===== src/rtl/mem_split_pkg.sv =====
// Shared types and width helpers for the split-transaction bus arbiter.
package mem_split_pkg;

  typedef enum logic {
    ARB   = 1'b0,
    GRANT = 1'b1
  } state_e;

  function automatic int calc_bw(input int data_width);
    return data_width / 8;
  endfunction

  // A single master still needs a one-bit id so the tracker has a legal width.
  function automatic int calc_iw(input int num_masters);
    return (num_masters > 1) ? $clog2(num_masters) : 1;
  endfunction

  function automatic int calc_cw(input int max_outstanding);
    return $clog2(max_outstanding + 1);
  endfunction

endpackage


===== src/rtl/mem_split_resp_fifo.sv =====
// In-order tracker of the master ids whose reads are still awaiting a response.
module mem_split_resp_fifo #(
  parameter int DEPTH = 4,
  parameter int ID_W  = 2,
  parameter int CNT_W = 3
) (
  input  logic             clk_i,
  input  logic             rst_ni,
  input  logic             push_i,
  input  logic [ID_W-1:0]  id_i,
  input  logic             pop_i,
  output logic [ID_W-1:0]  id_o,
  output logic             full_o,
  output logic             empty_o,
  output logic [CNT_W-1:0] count_o
);

  localparam int PW = $clog2(DEPTH);

  logic [PW:0]     wptr_q, wptr_d, rptr_q, rptr_d;
  logic [ID_W-1:0] mem_q [DEPTH];
  logic [ID_W-1:0] mem_d [DEPTH];
  logic            push_en, pop_en;

  always_comb begin
    empty_o = (wptr_q == rptr_q);
    full_o  = (wptr_q[PW-1:0] == rptr_q[PW-1:0]) && (wptr_q[PW] != rptr_q[PW]);
    count_o = CNT_W'(wptr_q - rptr_q);
    id_o    = mem_q[rptr_q[PW-1:0]];
    // Pop is judged on the pre-cycle occupancy, so a push into an empty tracker cannot be popped the same cycle.
    pop_en  = pop_i && !empty_o;
    push_en = push_i && (!full_o || pop_en);
    wptr_d  = push_en ? wptr_q + (PW+1)'(1) : wptr_q;
    rptr_d  = pop_en  ? rptr_q + (PW+1)'(1) : rptr_q;
    mem_d   = mem_q;
    if (push_en) mem_d[wptr_q[PW-1:0]] = id_i;
  end

  always_ff @(posedge clk_i or negedge rst_ni) begin
    if (!rst_ni) begin
      wptr_q <= '0;
      rptr_q <= '0;
    end else begin
      wptr_q <= wptr_d;
      rptr_q <= rptr_d;
    end
  end

  always_ff @(posedge clk_i) begin
    mem_q <= mem_d;
  end

endmodule


===== src/rtl/mem_split_arbiter.sv =====
// Round-robin N-master to 1-slave arbiter for the split-transaction memory bus,
// routing in-order read responses back to the issuing master.
module mem_split_arbiter
  import mem_split_pkg::*;
#(
  parameter int NUM_MASTERS     = 4,
  parameter int ADDR_WIDTH      = 32,
  parameter int DATA_WIDTH      = 32,
  parameter int MAX_OUTSTANDING = 4
) (
  input  logic                                        clk_i,
  input  logic                                        rst_ni,
  input  logic [NUM_MASTERS-1:0]                      m_req_i,
  output logic [NUM_MASTERS-1:0]                      m_ack_o,
  input  logic [NUM_MASTERS*ADDR_WIDTH-1:0]           m_addr_i,
  input  logic [NUM_MASTERS-1:0]                      m_we_i,
  input  logic [NUM_MASTERS*DATA_WIDTH-1:0]           m_wdata_i,
  input  logic [NUM_MASTERS*calc_bw(DATA_WIDTH)-1:0]  m_be_i,
  output logic [NUM_MASTERS-1:0]                      m_resp_o,
  output logic [NUM_MASTERS*DATA_WIDTH-1:0]           m_rdata_o,
  output logic                                        s_req_o,
  output logic [ADDR_WIDTH-1:0]                       s_addr_o,
  output logic                                        s_we_o,
  output logic [DATA_WIDTH-1:0]                       s_wdata_o,
  output logic [calc_bw(DATA_WIDTH)-1:0]              s_be_o,
  input  logic                                        s_ack_i,
  input  logic                                        s_resp_i,
  input  logic [DATA_WIDTH-1:0]                       s_rdata_i,
  output logic [calc_cw(MAX_OUTSTANDING)-1:0]         outstanding_o,
  output logic                                        resp_err_o
);

  localparam int BW = calc_bw(DATA_WIDTH);
  localparam int IW = calc_iw(NUM_MASTERS);
  localparam int CW = calc_cw(MAX_OUTSTANDING);

  state_e          state_q, state_d;
  logic [IW-1:0]   winner_q, winner_d, rr_ptr_q, rr_ptr_d;
  logic [IW-1:0]   pick, cand, head_id;
  int              cand_i;
  logic            found, push, pop, full, empty;

  // Rotating priority: first requester at or after rr_ptr, wrapping.
  always_comb begin
    pick   = '0;
    found  = 1'b0;
    cand   = '0;
    cand_i = 0;
    for (int k = 0; k < NUM_MASTERS; k++) begin
      cand_i = int'(rr_ptr_q) + k;
      if (cand_i >= NUM_MASTERS) cand_i = cand_i - NUM_MASTERS;
      cand = IW'(cand_i);
      if (!found && m_req_i[cand]) begin
        found = 1'b1;
        pick  = cand;
      end
    end
  end

  always_comb begin
    state_d   = state_q;
    winner_d  = winner_q;
    rr_ptr_d  = rr_ptr_q;
    push      = 1'b0;
    m_ack_o   = '0;
    s_req_o   = 1'b0;
    s_addr_o  = '0;
    s_we_o    = 1'b0;
    s_wdata_o = '0;
    s_be_o    = '0;
    case (state_q)
      ARB: begin
        if (found && !full) begin
          winner_d = pick;
          state_d  = GRANT;
        end
      end
      GRANT: begin
        s_req_o   = 1'b1;
        s_addr_o  = m_addr_i[int'(winner_q)*ADDR_WIDTH +: ADDR_WIDTH];
        s_we_o    = m_we_i[winner_q];
        s_wdata_o = m_wdata_i[int'(winner_q)*DATA_WIDTH +: DATA_WIDTH];
        s_be_o    = m_be_i[int'(winner_q)*BW +: BW];
        if (s_ack_i) begin
          m_ack_o[winner_q] = 1'b1;
          push              = !m_we_i[winner_q];
          rr_ptr_d          = (winner_q == IW'(NUM_MASTERS - 1)) ? '0 : winner_q + IW'(1);
          state_d           = ARB;
        end
      end
      default: state_d = ARB;
    endcase
  end

  always_comb begin
    pop        = s_resp_i && !empty;
    resp_err_o = s_resp_i && empty;
    m_resp_o   = '0;
    if (pop) m_resp_o[head_id] = 1'b1;
    m_rdata_o  = {NUM_MASTERS{s_rdata_i}};
  end

  always_ff @(posedge clk_i or negedge rst_ni) begin
    if (!rst_ni) begin
      state_q  <= ARB;
      winner_q <= '0;
      rr_ptr_q <= '0;
    end else begin
      state_q  <= state_d;
      winner_q <= winner_d;
      rr_ptr_q <= rr_ptr_d;
    end
  end

  mem_split_resp_fifo #(
    .DEPTH (MAX_OUTSTANDING),
    .ID_W  (IW),
    .CNT_W (CW)
  ) u_resp_fifo (
    .clk_i   (clk_i),
    .rst_ni  (rst_ni),
    .push_i  (push),
    .id_i    (winner_q),
    .pop_i   (pop),
    .id_o    (head_id),
    .full_o  (full),
    .empty_o (empty),
    .count_o (outstanding_o)
  );

endmodule

===== config.mk =====
export PLATFORM = sky130hd
export DESIGN_NAME = mem_split_arbiter
export DESIGN_NICKNAME = d
export VERILOG_FILES = /design/src/rtl/mem_split_pkg.sv /design/src/rtl/mem_split_resp_fifo.sv /design/src/rtl/mem_split_arbiter.sv
export SDC_FILE = /design/constraint.sdc
export NUM_CORES = 1
export LEC_CHECK = 0
export BUFFER_PORTS_ARGS = -buffer_cell sky130_fd_sc_hd__buf_2
export CAP_MARGIN = 20
export CORE_AREA = 2 2 206 208
export DETAILED_ROUTE_END_ITERATION = 10
export DIE_AREA = 0 0 208 210
export MAX_ROUTING_LAYER = met4
export PLACE_DENSITY = 0.41
export SLEW_MARGIN = 10
export SYNTH_ARGS = -nofsm -noshare
export SYNTH_HDL_FRONTEND = slang
export SYNTH_SLANG_ARGS = --single-unit

===== constraint.sdc =====
create_clock -name clk_i -period 2.8 [get_ports clk_i]
set_input_delay 0 -clock clk_i [delete_from_list [all_inputs] [get_ports clk_i]]
set_output_delay 0 -clock clk_i [all_outputs]
set_load 0.01 [all_outputs]

==> results_dict.tcl <==
set metrics [dict create \
    outcome "complete, no violations" \
    hold_violations 0 \
    syn_avg_cell_area_um2 10.9 \
    ys_warn_count 0 \
    drive_gt1_share_pct 74.8 \
    slowest_stage "mux4_2" \
    routed_wl_mm 17.4 \
    reg2regPathDepth 3 \
    clock-root-buffer "clkbuf_16" \
    first_global_vias 4151 \
    ys_seq_area_share_pct 12.4 \
    final_nets 933 \
    min_period_ns 2.26 \
    gp_congestion 0.931 \
    power_density_mw_per_mm2 827 \
    vdd_drop_max_mv 0.350 \
    rsz0062_at_grt "no" \
    post_cts_buffers 0 \
    die_area_mm2 0.0437 \
    worst_skew_pair.late_latency_ns 0.25 \
    vias 3850 \
    antenna_left 0 \
    grt_pass1_wl_mm 25.0 \
    crit_start "winner_q[0]" \
    slew_headroom_pct 51.8 \
    cp_cell_sequence "buf_4, mux4_2, and2_1, buf_2" \
    slew_violations 0 \
    core_mm2 0.0415 \
    max_freq_mhz 442 \
    ff2ff_setup_slack_ns 0.71 \
    initial_core_util_pct 10.0 \
    p_leak_nw 2.67 \
    cts_made_buffers 3 \
    clock_path_buffers 2 \
    area_growth_pct 38.3 \
    syn_inst 381 \
    fin_hold_ws_ns 0.00000821 \
    ys_types 35 \
    worstPathRequired_ns 2.80 \
    tns_ns 0 \
    io_buffers 365 \
    period_share_pct 80.7 \
    track_usage_pct 7.66 \
    fin_util_pct 13.8 \
    path_class "flip-flop to output pin" \
    die_w_um 208 \
    skew_ns 0.00157 \
    critPathLaunchType "flip-flop" \
    clock_sinks 19 \
    vias_per_cell 3.36 \
    cts.clk_slew.worst_paths_ns 0.05 \
    setup_ws_ns 0.540 \
    cts_max_level 1 \
    cts_tree "built" \
    grt_max_degree 41 \
    first_iter_violations 213 \
    crit_end "s_addr_o[31]" \
    dr.pass1.iters 6 \
    worst-endpoint-arrival_ns 2.26 \
    worstPathMaxFanout 37 \
    critPathCaptureType "output pin" \
    tightest_slew_ns 0.724 \
    nFillCells 4781 \
    syn_area_mm2 0.00415 \
    dp_worst_setup_slack_ns 0.646 \
    syn-num-nets 709 \
    rows 75 \
    cap_viol_max_count 0 \
    cpPeakStageDelay_ns 0.64 \
    placed_cells 1138 \
    ios 526 \
    r2r_start "winner_q[1]" \
    hpwl_mm 15.1 \
    antenna_found_initial 4 \
    gr-total-overflow 0 \
    stdcell_count 1145 \
    synth-seq-cells 19 \
    holdCritPathClass "primary input to output pin" \
    drc 0 \
    wl_per_cell_um 15.2 \
    die_h_um 210 \
    setup_viol 0 \
    r2r_end "u_resp_fifo.mem_q[0]" \
]
per-stage QoR:
stage	power, mW	instance area (µm²)
floorplan	3.31	4150
global placement	4.56	5640
detailed placement	4.55	5640
CTS	4.87	5730
global route	5.16	5730
finish	4.74	5740
critical path: cells and delay by family, from the launching register on:
family        cells  cell delay, ns
buf+inv           2            0.70
simple gates      1            0.18
mux               1            0.64
flops             1            0.44
cells by family (layout without fill, tap and decap cells):
logic type	count (synthesis)	in the layout	share of synthesized area [%]
simple gates	94	94	13.7
xor+xnor	6	6	1.45
buf+inv	162	385	26.6
compound gates	14	14	2.72
flops	19	19	12.4
fa+ha+maj	12	12	3.80
other cells	0	2	0
mux	74	74	39.3
timing repair:
| action | in CTS | in global routing |
|---|---|---|
| endpoints found under the setup margin | 0 | 0 |
| endpoints found under the hold margin | 11 | 0 |
| hold buffers | 1 | 0 |
| resized for setup | 0 | 0 |
layer usage:
| metal | wire length [µm] | vias to the layer above | GRT usage, % |
|---|---|---|---|
| li1 | - | 1700 | - |
| met1 | 7260 | 1853 | 9.67 |
| met2 | 8330 | 281 | 12.4 |
| met3 | 1710 | 16 | 2.44 |
| met4 | 108 | 0 | 0.831 |
| met5 | 0 | - | - |
power breakdown:
group / switching [mW] / internal [mW] / leakage, nW
logic: 1.80 / 1.98 / 2.42
registers: 0.254 / 0.415 / 0.201
clock network: 0.105 / 0.192 / 0.0409
worst min path at each step:
stage,startpoint,to,slack (ns),depth (start not counted)
6_report,s_rdata_i[20],m_rdata_o[116],0.000008,0
5_1_grt,s_rdata_i[20],m_rdata_o[116],0.00004,0
4_1_cts,s_rdata_i[15],m_rdata_o[47],0.0002,0
3_5_place_dp,rst_ni,rr_ptr_q[0],-0.10,1
3_3_place_gp,rst_ni,u_resp_fifo.rptr_q[2],-0.1,1
2_1_floorplan,rst_ni,rr_ptr_q[0],-0.30,0
cell usage in the layout (no fill, tap or decap), types with 2 or more instances in the layout:
master / count
clkbuf_16: 3
xor2_1: 2
nand2_1: 8
mux2i_1: 2
o21ai_0: 4
and2_1: 73
a21o_1: 2
dfrtp_1: 8
buf_2: 365
edfxtp_1: 8
dfrtp_4: 2
nor3_1: 2
mux4_2: 71
buf_4: 4
inv_1: 10
diode_2: 2
ha_1: 11
xnor2_1: 3
and3_1: 5
state kept, by name, indices dropped and copies added (netlist names):
name / flops
u_resp_fifo.mem_q: 8
u_resp_fifo.rptr_q: 3
u_resp_fifo.wptr_q: 3
rr_ptr_q: 2
winner_q: 2
state_q: 1
Yosys cell counts (all sizes together):
cell    count  area (µm²)
a211oi      1        7.51
a21o        2        15.0
a21oi       1        5.00
a221oi      1        8.76
a311oi      1        26.3
and2       74         465
and3        5        31.3
buf       136        1010
clkbuf     16        60.1
dfrtp      11         275
edfxtp      8         240
fa          1        20.0
ha         11         138
inv        10        37.5
mux2        1        11.3
mux2i       2        20.0
mux4       71        1600
nand2       8        30.0
nand2b      1        6.26
nor2        1        3.75
nor2b       1        6.26
nor3        2        10.0
nor3b       1        7.51
nor4        1        6.26
o21a        1        7.51
o21ai       4        20.0
o221ai      1        8.76
o22ai       1        6.26
o31ai       1        7.51
xnor2       3        26.3
xor2        3        33.8
final cells by class:
type                    count  area, µm²  share of cell area [%]
repair buffers            371       1890                    32.9
clock buffers               3       75.1                    1.31
multi-input cells         200       2530                    44.1
diodes                      2       5.00                  0.0873
inverters                  10       37.5                   0.654
flip-flops and latches     19        524                    9.14
well taps                 539        674                    11.8
clock inverters             1       5.00                  0.0873
(Power assumes the default switching activity.)
